<file path="src/rtl/conv_pkg.sv">
// Shared constants, TUSER bit positions and the generator state type for the
// conv-engine column front end.
package conv_pkg;

  localparam int KERNEL_W_MAX = 7;
  localparam int COLS_MAX     = 512;
  localparam int BLOCKS_MAX   = 256;
  localparam int TUSER_WIDTH  = 4;

  localparam int INDEX_IS_1x1       = 0;
  localparam int INDEX_IS_COL_0     = 1;
  localparam int INDEX_IS_COL_LAST  = 2;
  localparam int INDEX_IS_COLS_1_K2 = 3;

  localparam int KW_W  = $clog2(KERNEL_W_MAX + 1);
  localparam int COL_W = $clog2(COLS_MAX);
  localparam int BLK_W = $clog2(BLOCKS_MAX);

  typedef enum logic [0:0] {
    IDLE = 1'b0,
    RUN  = 1'b1
  } state_t;

endpackage

</file>
<file path="src/rtl/conv_user_flags.sv">
// Combinational map from column/block position and layer config to the TUSER
// flags and last marker consumed by the pad filter.
module conv_user_flags
  import conv_pkg::*;
(
  input  logic [COL_W-1:0]       col,
  input  logic [COL_W-1:0]       cols_1,
  input  logic [KW_W-1:0]        kernel_w_1,
  input  logic                   is_1x1,
  input  logic [BLK_W-1:0]       blk,
  input  logic [BLK_W-1:0]       blocks_1,
  output logic [TUSER_WIDTH-1:0] m_user,
  output logic                   m_last
);

  logic [COL_W-1:0] kw2;

  // Half kernel width, widened to the column width for the compare below.
  always_comb begin
    kw2 = COL_W'(kernel_w_1 >> 1);
  end

  // Flag decode; the >= guard keeps cols_1 - kw2 from wrapping.
  always_comb begin
    m_user                     = '0;
    m_user[INDEX_IS_1x1]       = is_1x1;
    m_user[INDEX_IS_COL_0]     = (col == '0);
    m_user[INDEX_IS_COL_LAST]  = (col == cols_1);
    m_user[INDEX_IS_COLS_1_K2] = !is_1x1 && (cols_1 >= kw2) && (col == (cols_1 - kw2));
    m_last                     = (col == cols_1) && (blk == blocks_1);
  end

endmodule

</file>
<file path="src/rtl/conv_user_gen.sv">
// Emits one flagged beat per output column for every row block of a layer,
// with registered AXI-stream-style outputs and a done pulse at the end.
module conv_user_gen
  import conv_pkg::*;
(
  input  logic                   aclk,
  input  logic                   aresetn,
  input  logic                   aclken,
  input  logic                   start,
  input  logic [KW_W-1:0]        kernel_w_1_in,
  input  logic                   is_1x1_in,
  input  logic [COL_W-1:0]       cols_1_in,
  input  logic [BLK_W-1:0]       blocks_1_in,
  output logic                   m_valid,
  input  logic                   m_ready,
  output logic [TUSER_WIDTH-1:0] m_user,
  output logic                   m_last,
  output logic                   busy,
  output logic                   done
);

  state_t           state;
  logic [COL_W-1:0] col;
  logic [BLK_W-1:0] blk;
  logic [KW_W-1:0]  kernel_w_1;
  logic             is_1x1;
  logic [COL_W-1:0] cols_1;
  logic [BLK_W-1:0] blocks_1;

  logic [COL_W-1:0]       next_col;
  logic [BLK_W-1:0]       next_blk;
  logic [KW_W-1:0]        sel_kernel_w_1;
  logic                   sel_is_1x1;
  logic [COL_W-1:0]       sel_cols_1;
  logic [BLK_W-1:0]       sel_blocks_1;
  logic [TUSER_WIDTH-1:0] next_user;
  logic                   next_last;

  // Next position and the config it is evaluated against; in IDLE the first
  // beat must be decoded from the incoming config before it is latched.
  always_comb begin
    next_col       = '0;
    next_blk       = '0;
    sel_kernel_w_1 = kernel_w_1;
    sel_is_1x1     = is_1x1;
    sel_cols_1     = cols_1;
    sel_blocks_1   = blocks_1;
    if (state == IDLE) begin
      sel_kernel_w_1 = kernel_w_1_in;
      sel_is_1x1     = is_1x1_in;
      sel_cols_1     = cols_1_in;
      sel_blocks_1   = blocks_1_in;
    end else begin
      if (col == cols_1) begin
        next_col = '0;
        next_blk = blk + BLK_W'(1);
      end else begin
        next_col = col + COL_W'(1);
        next_blk = blk;
      end
    end
  end

  conv_user_flags u_flags (
    .col        (next_col),
    .cols_1     (sel_cols_1),
    .kernel_w_1 (sel_kernel_w_1),
    .is_1x1     (sel_is_1x1),
    .blk        (next_blk),
    .blocks_1   (sel_blocks_1),
    .m_user     (next_user),
    .m_last     (next_last)
  );

  // Control FSM with registered stream outputs; everything frozen when aclken is low.
  always_ff @(posedge aclk) begin
    if (!aresetn) begin
      state      <= IDLE;
      col        <= '0;
      blk        <= '0;
      kernel_w_1 <= '0;
      is_1x1     <= 1'b0;
      cols_1     <= '0;
      blocks_1   <= '0;
      m_valid    <= 1'b0;
      m_user     <= '0;
      m_last     <= 1'b0;
      busy       <= 1'b0;
      done       <= 1'b0;
    end else if (aclken) begin
      done <= 1'b0;
      case (state)
        IDLE: begin
          if (start) begin
            kernel_w_1 <= kernel_w_1_in;
            is_1x1     <= is_1x1_in;
            cols_1     <= cols_1_in;
            blocks_1   <= blocks_1_in;
            col        <= '0;
            blk        <= '0;
            m_valid    <= 1'b1;
            m_user     <= next_user;
            m_last     <= next_last;
            busy       <= 1'b1;
            state      <= RUN;
          end
        end
        RUN: begin
          if (m_valid && m_ready) begin
            if (m_last) begin
              state   <= IDLE;
              m_valid <= 1'b0;
              m_user  <= '0;
              m_last  <= 1'b0;
              busy    <= 1'b0;
              done    <= 1'b1;
            end else begin
              col    <= next_col;
              blk    <= next_blk;
              m_user <= next_user;
              m_last <= next_last;
            end
          end
        end
        default: begin
          state   <= IDLE;
          m_valid <= 1'b0;
          busy    <= 1'b0;
        end
      endcase
    end
  end

endmodule

</file>
<file path="config.mk">
export PLATFORM = sky130hd
export DESIGN_NAME = conv_user_gen
export DESIGN_NICKNAME = d
export VERILOG_FILES = /design/src/rtl/conv_pkg.sv /design/src/rtl/conv_user_flags.sv /design/src/rtl/conv_user_gen.sv
export SDC_FILE = /design/constraint.sdc
export NUM_CORES = 1
export LEC_CHECK = 0
export CORE_MARGIN = 5
export CORE_UTILIZATION = 30
export CTS_CLUSTER_SIZE = 8
export DETAILED_ROUTE_END_ITERATION = 7
export GPL_TIMING_DRIVEN = 0
export RECOVER_POWER = 50
export SLEW_MARGIN = 20
export SYNTH_ARGS = -nofsm -noshare
export SYNTH_HDL_FRONTEND = slang
export SYNTH_HIERARCHICAL = 1
export SYNTH_SLANG_ARGS = --single-unit
</file>
<file path="constraint.sdc">
create_clock -name aclk -period 3.35 [get_ports aclk]
set_clock_uncertainty 0.05 [all_clocks]
set_input_delay 0.67 -clock aclk [delete_from_list [all_inputs] [get_ports aclk]]
set_output_delay 0.67 -clock aclk [all_outputs]
set_load 0.005 [all_outputs]
</file>
# Word level (Yosys, flattened, before mapping)

Index checks and enable logic that the tools add are counted.

Output and inout bits: 8
Flip-flop bits (word level): 46

Magnitude comparators: 1
Reductions and logical operators: 10
Add/subtract/negate cells: 3
Eq/ne operators: 8
Bitwise logic cells: 1
Muxes and demuxes: 35

Operators by type and width:

| operator                                      | count |
|---|---|
| two-way mux 9 bit                             | 6 |
| two-way mux 8 bit                             | 6 |
| == test 9 bit                                 | 3 |
| case mux 9 bit (2 select lines)               | 1 |
| case mux 8 bit (2 select lines)               | 1 |
| two-way mux 1 bit                             | 13 |
| two-way mux 4 bit                             | 3 |
| adder 9 x 1 -> 9 bit, second input constant   | 1 |
| >= comparator 9 x 2 -> 1 bit                  | 1 |
| logical NOT 9 bit                             | 1 |
| subtractor 9 x 2 -> 9 bit                     | 1 |
| adder 8 x 1 -> 8 bit, second input constant   | 1 |
| == test 8 bit                                 | 1 |
| case mux 4 bit (2 select lines)               | 1 |
| AND reduction 4 bit                           | 2 |
| != test 2 bit, second input constant          | 3 |
| case mux 1 bit (2 select lines)               | 3 |
| AND reduction 3 bit                           | 2 |
| logical AND 1 bit                             | 4 |
| two-way mux 3 bit                             | 1 |
| != test 2 x 1 -> 1 bit, second input constant | 1 |
| logical NOT 1 bit                             | 1 |
| NOT 1 bit                                     | 1 |

# Logic depth before layout (Yosys ltp)

Gate-level depths: netlist of run 1.

Depth after elaboration: 8
Depth in mapped cells: 12

# Cells and area by module

Netlist of run 1, hierarchy kept.

Modules (own cells, without submodules):

| module          | area an instance (um^2) | cells an instance | instances |
|---|---|---|---|
| conv_user_gen   | 2743.9                  | 336               | 1 |
| conv_user_flags | 479.2                   | 62                | 1 |

# Worst setup path before layout of run 1

No wires, ideal clock.

Path type: register to register
Start point: register state
End point: register m_user[3]
Path buffers: 2
Required time: 3.234 ns
Arrival time: 2.780 ns
Setup slack: 0.454 ns
Setup time: 0.066 ns
Clock period less this slack: 2.896 ns
Cell stages (with the launch flop): 12
Cells stage by stage: dfxtp_1 -> buf_2 -> buf_1 -> mux2_2 -> ha_1 -> fa_1 -> xnor2_1 -> nor4_2 -> nand4_1 -> a2111oi_2 -> a22oi_1 -> nor2_1

Cells in the longest elaborated chain, start to end: 7
Elaborated cells between the ends (all ways): 18
Those cells by class: 1 x add/sub; 1 x order compare; 3 x eq/ne; 8 x mux; 1 x bitwise; 4 x reduce/logical

RTL lines:

| element                                                                          | line                  | source |
|---|---|---|
| start: declaration                                                               | conv_user_gen.sv:22   | `state_t state;` |
| start signal: assignment                                                         | conv_user_gen.sv:78   | `state <= IDLE;` |
| start signal: assignment                                                         | conv_user_gen.sv:105  | `state <= RUN;` |
| start signal: assignment                                                         | conv_user_gen.sv:111  | `state <= IDLE;` |
| two-way mux 3 bit (*)                                                            | conv_user_gen.sv:48   | `if (state == IDLE) begin` |
| via sel_kernel_w_1[1]                                                            | conv_user_gen.sv:32   | `logic [KW_W-1:0] sel_kernel_w_1;` |
| subtractor 9 x 2 -> 9 bit / >= comparator 9 x 2 -> 1 bit (equally long branches) | conv_user_flags.sv:29 | `m_user[INDEX_IS_COLS_1_K2] = !is_1x1 && (cols_1 >= kw2) && (col == (cols_1 - kw2));` |
| == test 9 bit / logical AND 1 bit (equally long branches)                        | conv_user_flags.sv:29 |  |
| logical AND 1 bit (*)                                                            | conv_user_flags.sv:29 |  |
| via next_user[3]                                                                 | conv_user_gen.sv:36   | `logic [TUSER_WIDTH-1:0] next_user;` |
| two-way mux 4 bit                                                                | conv_user_gen.sv:110  | `if (m_last) begin` |
| two-way mux 4 bit                                                                | conv_user_gen.sv:109  | `if (m_valid && m_ready) begin` |
| case mux 4 bit (2 select lines) (*)                                              | conv_user_gen.sv:92   | `case (state)` |
| end signal: assignment                                                           | conv_user_gen.sv:102  | `m_user <= next_user;` |
| end signal: assignment                                                           | conv_user_gen.sv:120  | `m_user <= next_user;` |
| end: declaration                                                                 | conv_user_gen.sv:16   | `output logic [TUSER_WIDTH-1:0] m_user,` |

The timed path passes the listed nets; every way through them passes the cells marked *. The select of a mux whose other input is x is not followed.
A chain may end at the register's enable or synchronous reset.

# Final worst setup path of run 1

Ends and elaborated chain as after synthesis.

==> results.tsv, run 1 <==
metric	value	unit
Final Hold Violating Endpoints	0	
setup TNS	0	ns
final wirelength	8570	um
fin crit share	94.9	%
initial antenna violation count	0	
Synth Cell Area	0.00318	mm2
Longest Clk Path Bufs	2	
Clk pwr share	30.0	%
Root Buffer	clkbuf_8	
cts-stage hold buffer count	0	
All-Layer GR Usage	13.5	%
Comb pwr share	23.8	%
final worst-path setup slack	0.171	ns
Reg clk slew, reported paths	0.10	ns
CP required	3.54	ns
syn_area_per_cell	8.09	um2
Cell Count Post-Placement	560	
initial core utilization	30.8	%
Net Sw Frac	32.1	%
CP Class	flop to flop	
Routed Antenna Nets	0	
CTS sink count	45	
Max-Cap Viols	0	
Tmin final	3.18	ns
CP arrival	3.37	ns
drt first-iter violations	195	
placed cell area	0.00366	mm2
Finish-stage setup viols	0	
Layout area overhead	17.9	%
largest net degree at the start of global routing	16	
DP Worst Slack	-0.0351	ns
fin. max-slew vios	0	
CTS Buf Count	5	
Core Footprint	0.0103	mm2
DRT Pass-1 Iters	5	
Mapped Cells	393	
R2R Setup Slk	0.17	ns
Worst Tran Pin Value	1.19	ns
fillers	1075	
first-pass GRT wire length	14200	um
I/O Buffers	31	
Worst setup EP type	flop	
Ports	34	
fin area	0.00375	mm2
HPWL Detailed	6510	um
Cell Rows	37	
CTS tree	built	
RSZ-0062 raised after global routing	no	
RePlAce Congestion	0.865	
CP bufs+invs	2	
total grt overflow	0	
die area	0.0128	mm2
Power per Cell Area	324	mW/mm2
Net Switching	0.390	mW
NumNets Final	462	
Die W	113	um
critical path's top delay family	adder cells	
sequential cell fraction of total power	46.2	%
via count	2951	
drt wl/cell	15.1	um
vias in the first global route	2847	
fin cells	568	
Die Ht	113	um
worst path cell trace	buf_2 -> buf_2 -> mux2_2 -> ha_1 -> fa_1 -> xnor2_1 -> nor4_2 -> nand4_1 -> a2111oi_2 -> a22oi_1 -> nor2_1	
vias per std cell	5.20	
Worst path most repeated cell	buf_2	
internal power	0.825	mW
slowest cell delay on critical path	0.46	ns
Worst Path Max Fanout	9	
Ys Warns	6	
result of the run	finished clean	
crit start category	flop	
Clk Latency, worst-skew pair	0.31	ns
worst min-delay path category	flop to flop	
Synthesized Nets	424	
relative slew slack	19.6	%
CP max-delay cell	fa_1	
DRC	0	
Max Clk Rate	315	MHz
leakage power	1.24	nW
share of layout cells above drive strength 1	14.4	%
WHS	0.410	ns
CTS H-Tree Depth	2	
Worst VDD drop	181	uV
ant diodes	0	
stage by stage:
stage	utilization [%]	total power [mW]
2_1_floorplan	-	0.771
3_3_place_gp	35.5	0.860
3_5_place_dp	35.5	0.863
4_1_cts	36.3	1.23
5_1_grt	36.3	1.27
6_report	36.3	1.21
cell usage in the layout, fill, tap and decap left out, types with 7 or more instances in the layout:
cell              n
a21oi_1          32
clkbuf_1         12
clkdlybuf4s50_1  22
dfxtp_1          45
dlygate4sd3_1     9
mux2_2           20
nand2_1          63
nand3_1          17
nand4_1          10
nor2_1           30
nor3_1            7
nor4_1            7
o21ai_0          10
xnor2_1          27
xor2_1           11
registers in the layout, summed over array words and instances (netlist names):
name and count:
col 9, cols_1 9, blk 8, blocks_1 8, m_user 4, kernel_w_1 2
busy 1, done 1, is_1x1 1, m_last 1, state 1
final timing paths:
path / start / end / depth (start not counted)
min reg2reg: is_1x1$_SDFFE_PN0P_ / is_1x1$_SDFFE_PN0P_ / 2
min: is_1x1$_SDFFE_PN0P_ / is_1x1$_SDFFE_PN0P_ / 2
max: state$_SDFFE_PN0P_ / m_user[3]$_SDFFE_PN0P_ / 11
max reg2reg: state$_SDFFE_PN0P_ / m_user[3]$_SDFFE_PN0P_ / 11
power groups by stage:
stage	clock network, mW	logic (mW)	registers (mW)
floorplan	0	0.200	0.571
global placement	0	0.287	0.573
detailed placement	0	0.289	0.574
CTS	0.374	0.291	0.561
global route	0.394	0.315	0.563
finish	0.365	0.289	0.561
final cells by class:
class | count | area (um2) | area share, %
timing repair buffer | 31 | 310 | 8.28
sequential | 45 | 901 | 24.0
buffer | 26 | 144 | 3.84
clock buffer | 5 | 68.8 | 1.84
multi-input combinational | 316 | 2110 | 56.3
tap | 136 | 170 | 4.54
inverter | 6 | 22.5 | 0.601
clock inverter | 3 | 21.3 | 0.567
metal layers:
layer	wire [um]	up-vias	share of wire (%)	global-route usage [%]
met4	207	0	2.4	5.13
li1	-	1463	-	-
met5	0	-	0	0
met2	4140	89	48	22.8
met3	386	16	4.5	2.30
met1	3840	1383	45	17.1
worst reg2reg max path, stage by stage (launching register included):
cell and delay, ns:
dfxtp_1 0.31, buf_2 0.22, buf_2 0.27, mux2_2 0.37, ha_1 0.23, fa_1 0.46
xnor2_1 0.18, nor4_2 0.29, nand4_1 0.17, a2111oi_2 0.30, a22oi_1 0.13, nor2_1 0.12
repair_timing:
item,in CTS,in global routing
setup endpoints to repair,1,1
setup buffers,0,0
resized for setup,1,1
hold endpoints to repair,0,0
Power figures use the tool's default switching activity.
==> inputs of run 2 (changes only) <==
--- a/config.mk
+++ b/config.mk
@@ -6,10 +6,12 @@
 export NUM_CORES = 1
 export LEC_CHECK = 0
 export CORE_MARGIN = 5
-export CORE_UTILIZATION = 30
-export CTS_CLUSTER_SIZE = 8
+export CORE_UTILIZATION = 64
+export CTS_CLUSTER_SIZE = 10
 export DETAILED_ROUTE_END_ITERATION = 7
+export DONT_BUFFER_PORTS = 1
 export GPL_TIMING_DRIVEN = 0
+export PLACE_DENSITY = 0.8
 export RECOVER_POWER = 50
 export SLEW_MARGIN = 20
 export SYNTH_ARGS = -nofsm -noshare
==> results.tsv, run 2 (same netlist as run 1, synthesis figures left out) <==
metric	value	unit	change
result of the run	finished clean		unchanged
Root Buffer	clkbuf_8		unchanged
relative slew slack	20.0	%	was 19.6%
Final Hold Violating Endpoints	0		unchanged
largest net degree at the start of global routing	15		was 16
Routed Antenna Nets	0		unchanged
DRC	0		unchanged
R2R Setup Slk	0.21	ns	was 0.17 ns
die area	0.00648	mm2	was 0.0128 mm2
initial core utilization	66.4	%	was 30.8%
first-pass GRT wire length	13100	um	was 14200 um
slowest cell delay on critical path	0.46	ns	about the same
Power per Cell Area	347	mW/mm2	was 324 mW/mm2
setup TNS	0	ns	unchanged
Worst Path Max Fanout	9		unchanged
Die Ht	80.5	um	was 113 um
HPWL Detailed	5940	um	was 6510 um
Critical R2R Capture	m_user[3]$_SDFFE_PN0P_		unchanged
RSZ-0062 raised after global routing	no		unchanged
final wirelength	8030	um	was 8570 um
Finish-stage setup viols	0		unchanged
Cell Count Post-Placement	460		was 560
Longest Clk Path Bufs	2		unchanged
Worst Hold End	blocks_1[4]$_SDFFE_PN0P_		was is_1x1$_SDFFE_PN0P_
critical path's top delay family	adder cells		unchanged
CTS sink count	45		unchanged
Clk Latency, worst-skew pair	0.30	ns	was 0.31 ns
CP max-delay cell	fa_1		unchanged
HP Start	blocks_1[4]$_SDFFE_PN0P_		was is_1x1$_SDFFE_PN0P_
Core Footprint	0.00479	mm2	was 0.0103 mm2
worst path cell trace	buf_2 -> clkbuf_4 -> mux2_2 -> ha_1 -> fa_1 -> xnor2_1 -> nor4_2 -> nand4_1 -> a2111oi_2 -> a22oi_1 -> nor2_1		was buf_2 -> buf_2 -> mux2_2 -> ha_1 -> fa_1 -> xnor2_1 -> nor4_2 -> nand4_1 -> a2111oi_2 -> a22oi_1 -> nor2_1
worst min-delay path category	flop to flop		unchanged
commonest non-fill, non-tap cells in the layout	nand2_1, dfxtp_1, a21oi_1		unchanged
initial antenna violation count	0		unchanged
crit start category	flop		unchanged
Worst Tran Pin Value	1.19	ns	about the same
drt first-iter violations	314		was 195
share of layout cells above drive strength 1	15.2	%	was 14.4%
CTS tree	built		unchanged
CP required	3.54	ns	about the same
Worst VDD drop	240	uV	was 181 uV
reg2reg path depth	11		unchanged
Die W	80.5	um	was 113 um
Cell Rows	25		was 37
FF-to-FF Start	state$_SDFFE_PN0P_		unchanged
via count	2883		was 2951
Ports	34		unchanged
commonest non-fill, non-tap cell in the layout	nand2_1		unchanged
Layout area overhead	5.35	%	was 17.9%
fin crit share	93.9	%	was 94.9%
Tmin final	3.14	ns	was 3.18 ns
CTS Buf Count	5		unchanged
NumNets Final	431		was 462
fin cells	468		was 568
ant diodes	0		unchanged
fin. max-slew vios	0		unchanged
cts-stage hold buffer count	0		unchanged
Max Clk Rate	318	MHz	was 315 MHz
CP Class	flop to flop		unchanged
RePlAce Congestion	0.884		was 0.865
placed cell area	0.00326	mm2	was 0.00366 mm2
drt wl/cell	17.1	um	was 15.1 um
CTS H-Tree Depth	2		unchanged
vias per std cell	6.16		was 5.20
vias in the first global route	2715		was 2847
Hold Crit Depth	2		unchanged
Largest regs	col (9), cols_1 (9)		unchanged
total grt overflow	0		unchanged
CP bufs+invs	2		unchanged
Max-Cap Viols	0		unchanged
Reg clk slew, reported paths	0.09	ns	was 0.10 ns
Worst setup EP type	flop		unchanged
fin area	0.00335	mm2	was 0.00375 mm2
leakage power	1.10	nW	was 1.24 nW
CP arrival	3.34	ns	was 3.37 ns
DRT Pass-1 Iters	5		unchanged
All-Layer GR Usage	26.0	%	was 13.5%
I/O Buffers	0		was 31
## run 2: metal layers
metal	vias up	GRT usage, %	wire length [um]
met5	-	0	0
met4	0	11.0	146
met3	19	6.17	658
met2	113	40.2	3620
met1	1352	34.3	3600
li1	1399	-	-
## run 2: worst max-delay path by stage
stage                              from                     end  slack [ns]  depth (start not counted)
floorplan            state$_SDFFE_PN0P_  m_user[3]$_SDFFE_PN0P_        0.48                         11
global placement     state$_SDFFE_PN0P_  m_user[3]$_SDFFE_PN0P_        0.11                         11
detailed placement   state$_SDFFE_PN0P_  m_user[3]$_SDFFE_PN0P_        0.07                         11
CTS                  state$_SDFFE_PN0P_  m_user[3]$_SDFFE_PN0P_        0.05                         11
global route        col[7]$_SDFFE_PN0P_  m_user[3]$_SDFFE_PN0P_        0.03                         11
finish               state$_SDFFE_PN0P_  m_user[3]$_SDFFE_PN0P_        0.21                         11
## run 2: repair_timing
action | CTS | global route
buffers inserted | 0 | 0
gates resized for setup | 0 | 4
endpoints found under the setup margin | 0 | 1
## run 2: cell type report
type / instances / area [um2]
Multi-Input combinational cell: 316 / 2110
Inverter: 6 / 22.5
Buffer: 26 / 145
Tap cell: 67 / 83.8
Clock buffer: 5 / 68.8
Fill cell: 379 / 1440
Clock inverter: 3 / 17.5
Sequential cell: 45 / 901
## run 2: worst register-to-register path, cell delays in order, from the launching register on
cell and delay [ns]:
dfxtp_1 0.32, buf_2 0.23, clkbuf_4 0.26, mux2_2 0.36, ha_1 0.23, fa_1 0.46, xnor2_1 0.18, nor4_2 0.25
nand4_1 0.17, a2111oi_2 0.32, a22oi_1 0.14, nor2_1 0.11
## run 2: stage by stage
step / hold slack [ns] / utilization [%] / power (mW) / setup WS, ns
after floorplan: 0.383 / - / 0.771 / 0.484
after global placement: 0.387 / 68.2 / 0.816 / 0.112
after detailed placement: 0.397 / 68.2 / 0.824 / 0.0738
after CTS: 0.410 / 70.0 / 1.16 / 0.0501
after global routing: 0.426 / 70.0 / 1.22 / 0.0347
final: 0.408 / 70.0 / 1.16 / 0.206
## run 2: where the power goes
| part | switching (mW) | total (mW) | internal (mW) |
|---|---|---|---|
| Combinational | 0.156 | 0.256 | 0.100 |
| Sequential | 0.0125 | 0.562 | 0.549 |
| Clock | 0.199 | 0.343 | 0.144 |
| Total | 0.367 | 1.16 | 0.794 |
==> inputs of run 3 (changes only) <==
--- a/config.mk
+++ b/config.mk
@@ -6,12 +6,12 @@
 export NUM_CORES = 1
 export LEC_CHECK = 0
 export CORE_MARGIN = 5
-export CORE_UTILIZATION = 64
+export CORE_UTILIZATION = 55
 export CTS_CLUSTER_SIZE = 10
 export DETAILED_ROUTE_END_ITERATION = 7
 export DONT_BUFFER_PORTS = 1
 export GPL_TIMING_DRIVEN = 0
-export PLACE_DENSITY = 0.8
+export PLACE_DENSITY = 0.7
 export RECOVER_POWER = 50
 export SLEW_MARGIN = 20
 export SYNTH_ARGS = -nofsm -noshare
==> results.tsv, run 3 (same netlist as run 1, synthesis figures left out) <==
metric	value	unit	change
result of the run	finished clean		unchanged
Reg clk slew, reported paths	0.08	ns	was 0.09 ns
fin crit share	94.1	%	was 93.9%
HPWL Detailed	6090	um	was 5940 um
CP required	3.54	ns	about the same
placed cell area	0.00327	mm2	was 0.00326 mm2
post-CTS setup buffers	0		unchanged
Cell Rows	27		was 25
first-pass GRT wire length	13500	um	was 13100 um
DRT Pass-1 Iters	5		unchanged
Core Footprint	0.00557	mm2	was 0.00479 mm2
Root Buffer	clkbuf_8		unchanged
CTS H-Tree Depth	2		unchanged
commonest non-fill, non-tap cell in the layout	nand2_1		unchanged
Layout area overhead	6.45	%	was 5.35%
CTS tree	built		unchanged
fin cells	473		was 468
Die W	86.0	um	was 80.5 um
setup TNS	0	ns	unchanged
die area	0.00740	mm2	was 0.00648 mm2
initial antenna violation count	0		unchanged
commonest non-fill, non-tap cells in the layout	nand2_1, dfxtp_1, a21oi_1		unchanged
Power per Cell Area	369	mW/mm2	was 347 mW/mm2
vias in the first global route	2770		was 2715
Worst Path Max Fanout	9		unchanged
CP Class	flop to flop		unchanged
register area	901	um2	unchanged
Routed Antenna Nets	0		unchanged
drt wl/cell	17.0	um	was 17.1 um
CTS Buf Count	5		unchanged
footprint of the multi-input gates	0.00211	mm2	unchanged
Longest Clk Path Bufs	2		unchanged
worst min-delay path category	flop to flop		unchanged
NumNets Final	431		unchanged
largest net degree at the start of global routing	14		was 15
WHS	0.408	ns	about the same
Largest regs	col (9), cols_1 (9)		unchanged
CTS sink count	45		unchanged
Tmin final	3.15	ns	was 3.14 ns
Final Hold Violating Endpoints	0		unchanged
CP arrival	3.34	ns	about the same
Clk Latency, worst-skew pair	0.31	ns	was 0.30 ns
Max Clk Rate	317	MHz	was 318 MHz
DRC	0		unchanged
Worst setup EP type	flop		unchanged
Finish-stage setup viols	0		unchanged
final wirelength	8040	um	was 8030 um
Worst Tran Pin Value	1.19	ns	about the same
via count	2817		was 2883
RePlAce Congestion	0.890		was 0.884
leakage power	1.11	nW	was 1.10 nW
RSZ-0062 raised after global routing	no		unchanged
total grt overflow	0		unchanged
fin. max-slew vios	0		unchanged
I/O Buffers	0		unchanged
ant diodes	0		unchanged
share of layout cells above drive strength 1	15.2	%	unchanged
fillers	538		was 379
vias per std cell	5.96		was 6.16
initial core utilization	57.0	%	was 66.4%
Max-Cap Viols	0		unchanged
drt first-iter violations	193		was 314
Cell Count Post-Placement	465		was 460
crit start category	flop		unchanged
fin area	0.00338	mm2	was 0.00335 mm2
relative slew slack	19.8	%	was 20.0%
Ports	34		unchanged
Worst VDD drop	226	uV	was 240 uV
Die Ht	86.0	um	was 80.5 um
All-Layer GR Usage	23.1	%	was 26.0%
## run 3: changes by cell type in the layout (fill, tap and decap cells not counted), sizes merged
cell | previous run | this run
bufinv | 0 | 1
buf | 11 | 13
clkinvlp | 1 | 0
clkinv | 2 | 0
## run 3: per-stage QoR
step                utilization [%]  total power [mW]  setup slack (ns)
floorplan                         -             0.771             0.484
global placement               58.7             0.818            0.0652
detailed placement             58.7             0.824            0.0247
CTS                            60.8              1.26             0.125
global route                   60.7              1.31            0.0196
finish                         60.7              1.25             0.196
## run 3: repair_timing
| action | CTS | global route |
|---|---|---|
| hold buffers | 0 | 0 |
| setup endpoints to repair | 1 | 1 |
| pin swaps | 0 | 0 |
| resized for setup | 1 | 1 |
## run 3: area by class of cell
class,count,area share [%]
clock buffer,7,2.55
tap,72,2.66
sequential,45,26.6
clock inverter,1,0.887
inverter,6,0.665
multi-input combinational,316,62.4
buffer,26,4.25
## run 3: worst paths after layout
path	from	to	slack, ns	cells after the start
worst max-delay path	state$_SDFFE_PN0P_	m_user[3]$_SDFFE_PN0P_	0.20	11
worst max register to register	state$_SDFFE_PN0P_	m_user[3]$_SDFFE_PN0P_	0.20	11
worst min-delay path	is_1x1$_SDFFE_PN0P_	is_1x1$_SDFFE_PN0P_	0.41	2
worst min register to register	is_1x1$_SDFFE_PN0P_	is_1x1$_SDFFE_PN0P_	0.41	2
## run 3: worst max-delay path, cell delays in order, from the launching register on
cell and delay [ns]:
dfxtp_1 0.31, buf_2 0.22, buf_2 0.28, mux2_2 0.36, ha_1 0.23, fa_1 0.47
xnor2_1 0.18, nor4_2 0.28, nand4_1 0.17, a2111oi_2 0.29, a22oi_1 0.13, nor2_1 0.12
## run 3: report_power, final
| group | switching [mW] | total [mW] | internal, mW |
|---|---|---|---|
| clock | 0.194 | 0.437 | 0.244 |
| combinational | 0.152 | 0.252 | 0.100 |
| sequential | 0.0124 | 0.562 | 0.549 |
## run 3: routing by layer
layer  GRT usage (%)  vias to the layer above  part of all wire, %  wire [um]
met5               0                        -                    0          0
met4            8.63                        0                  1.9        155
met3            6.63                       16                  7.5        606
met2            36.1                       92                   45       3650
met1            30.0                     1309                   45       3630
li1                -                     1400                    -          -
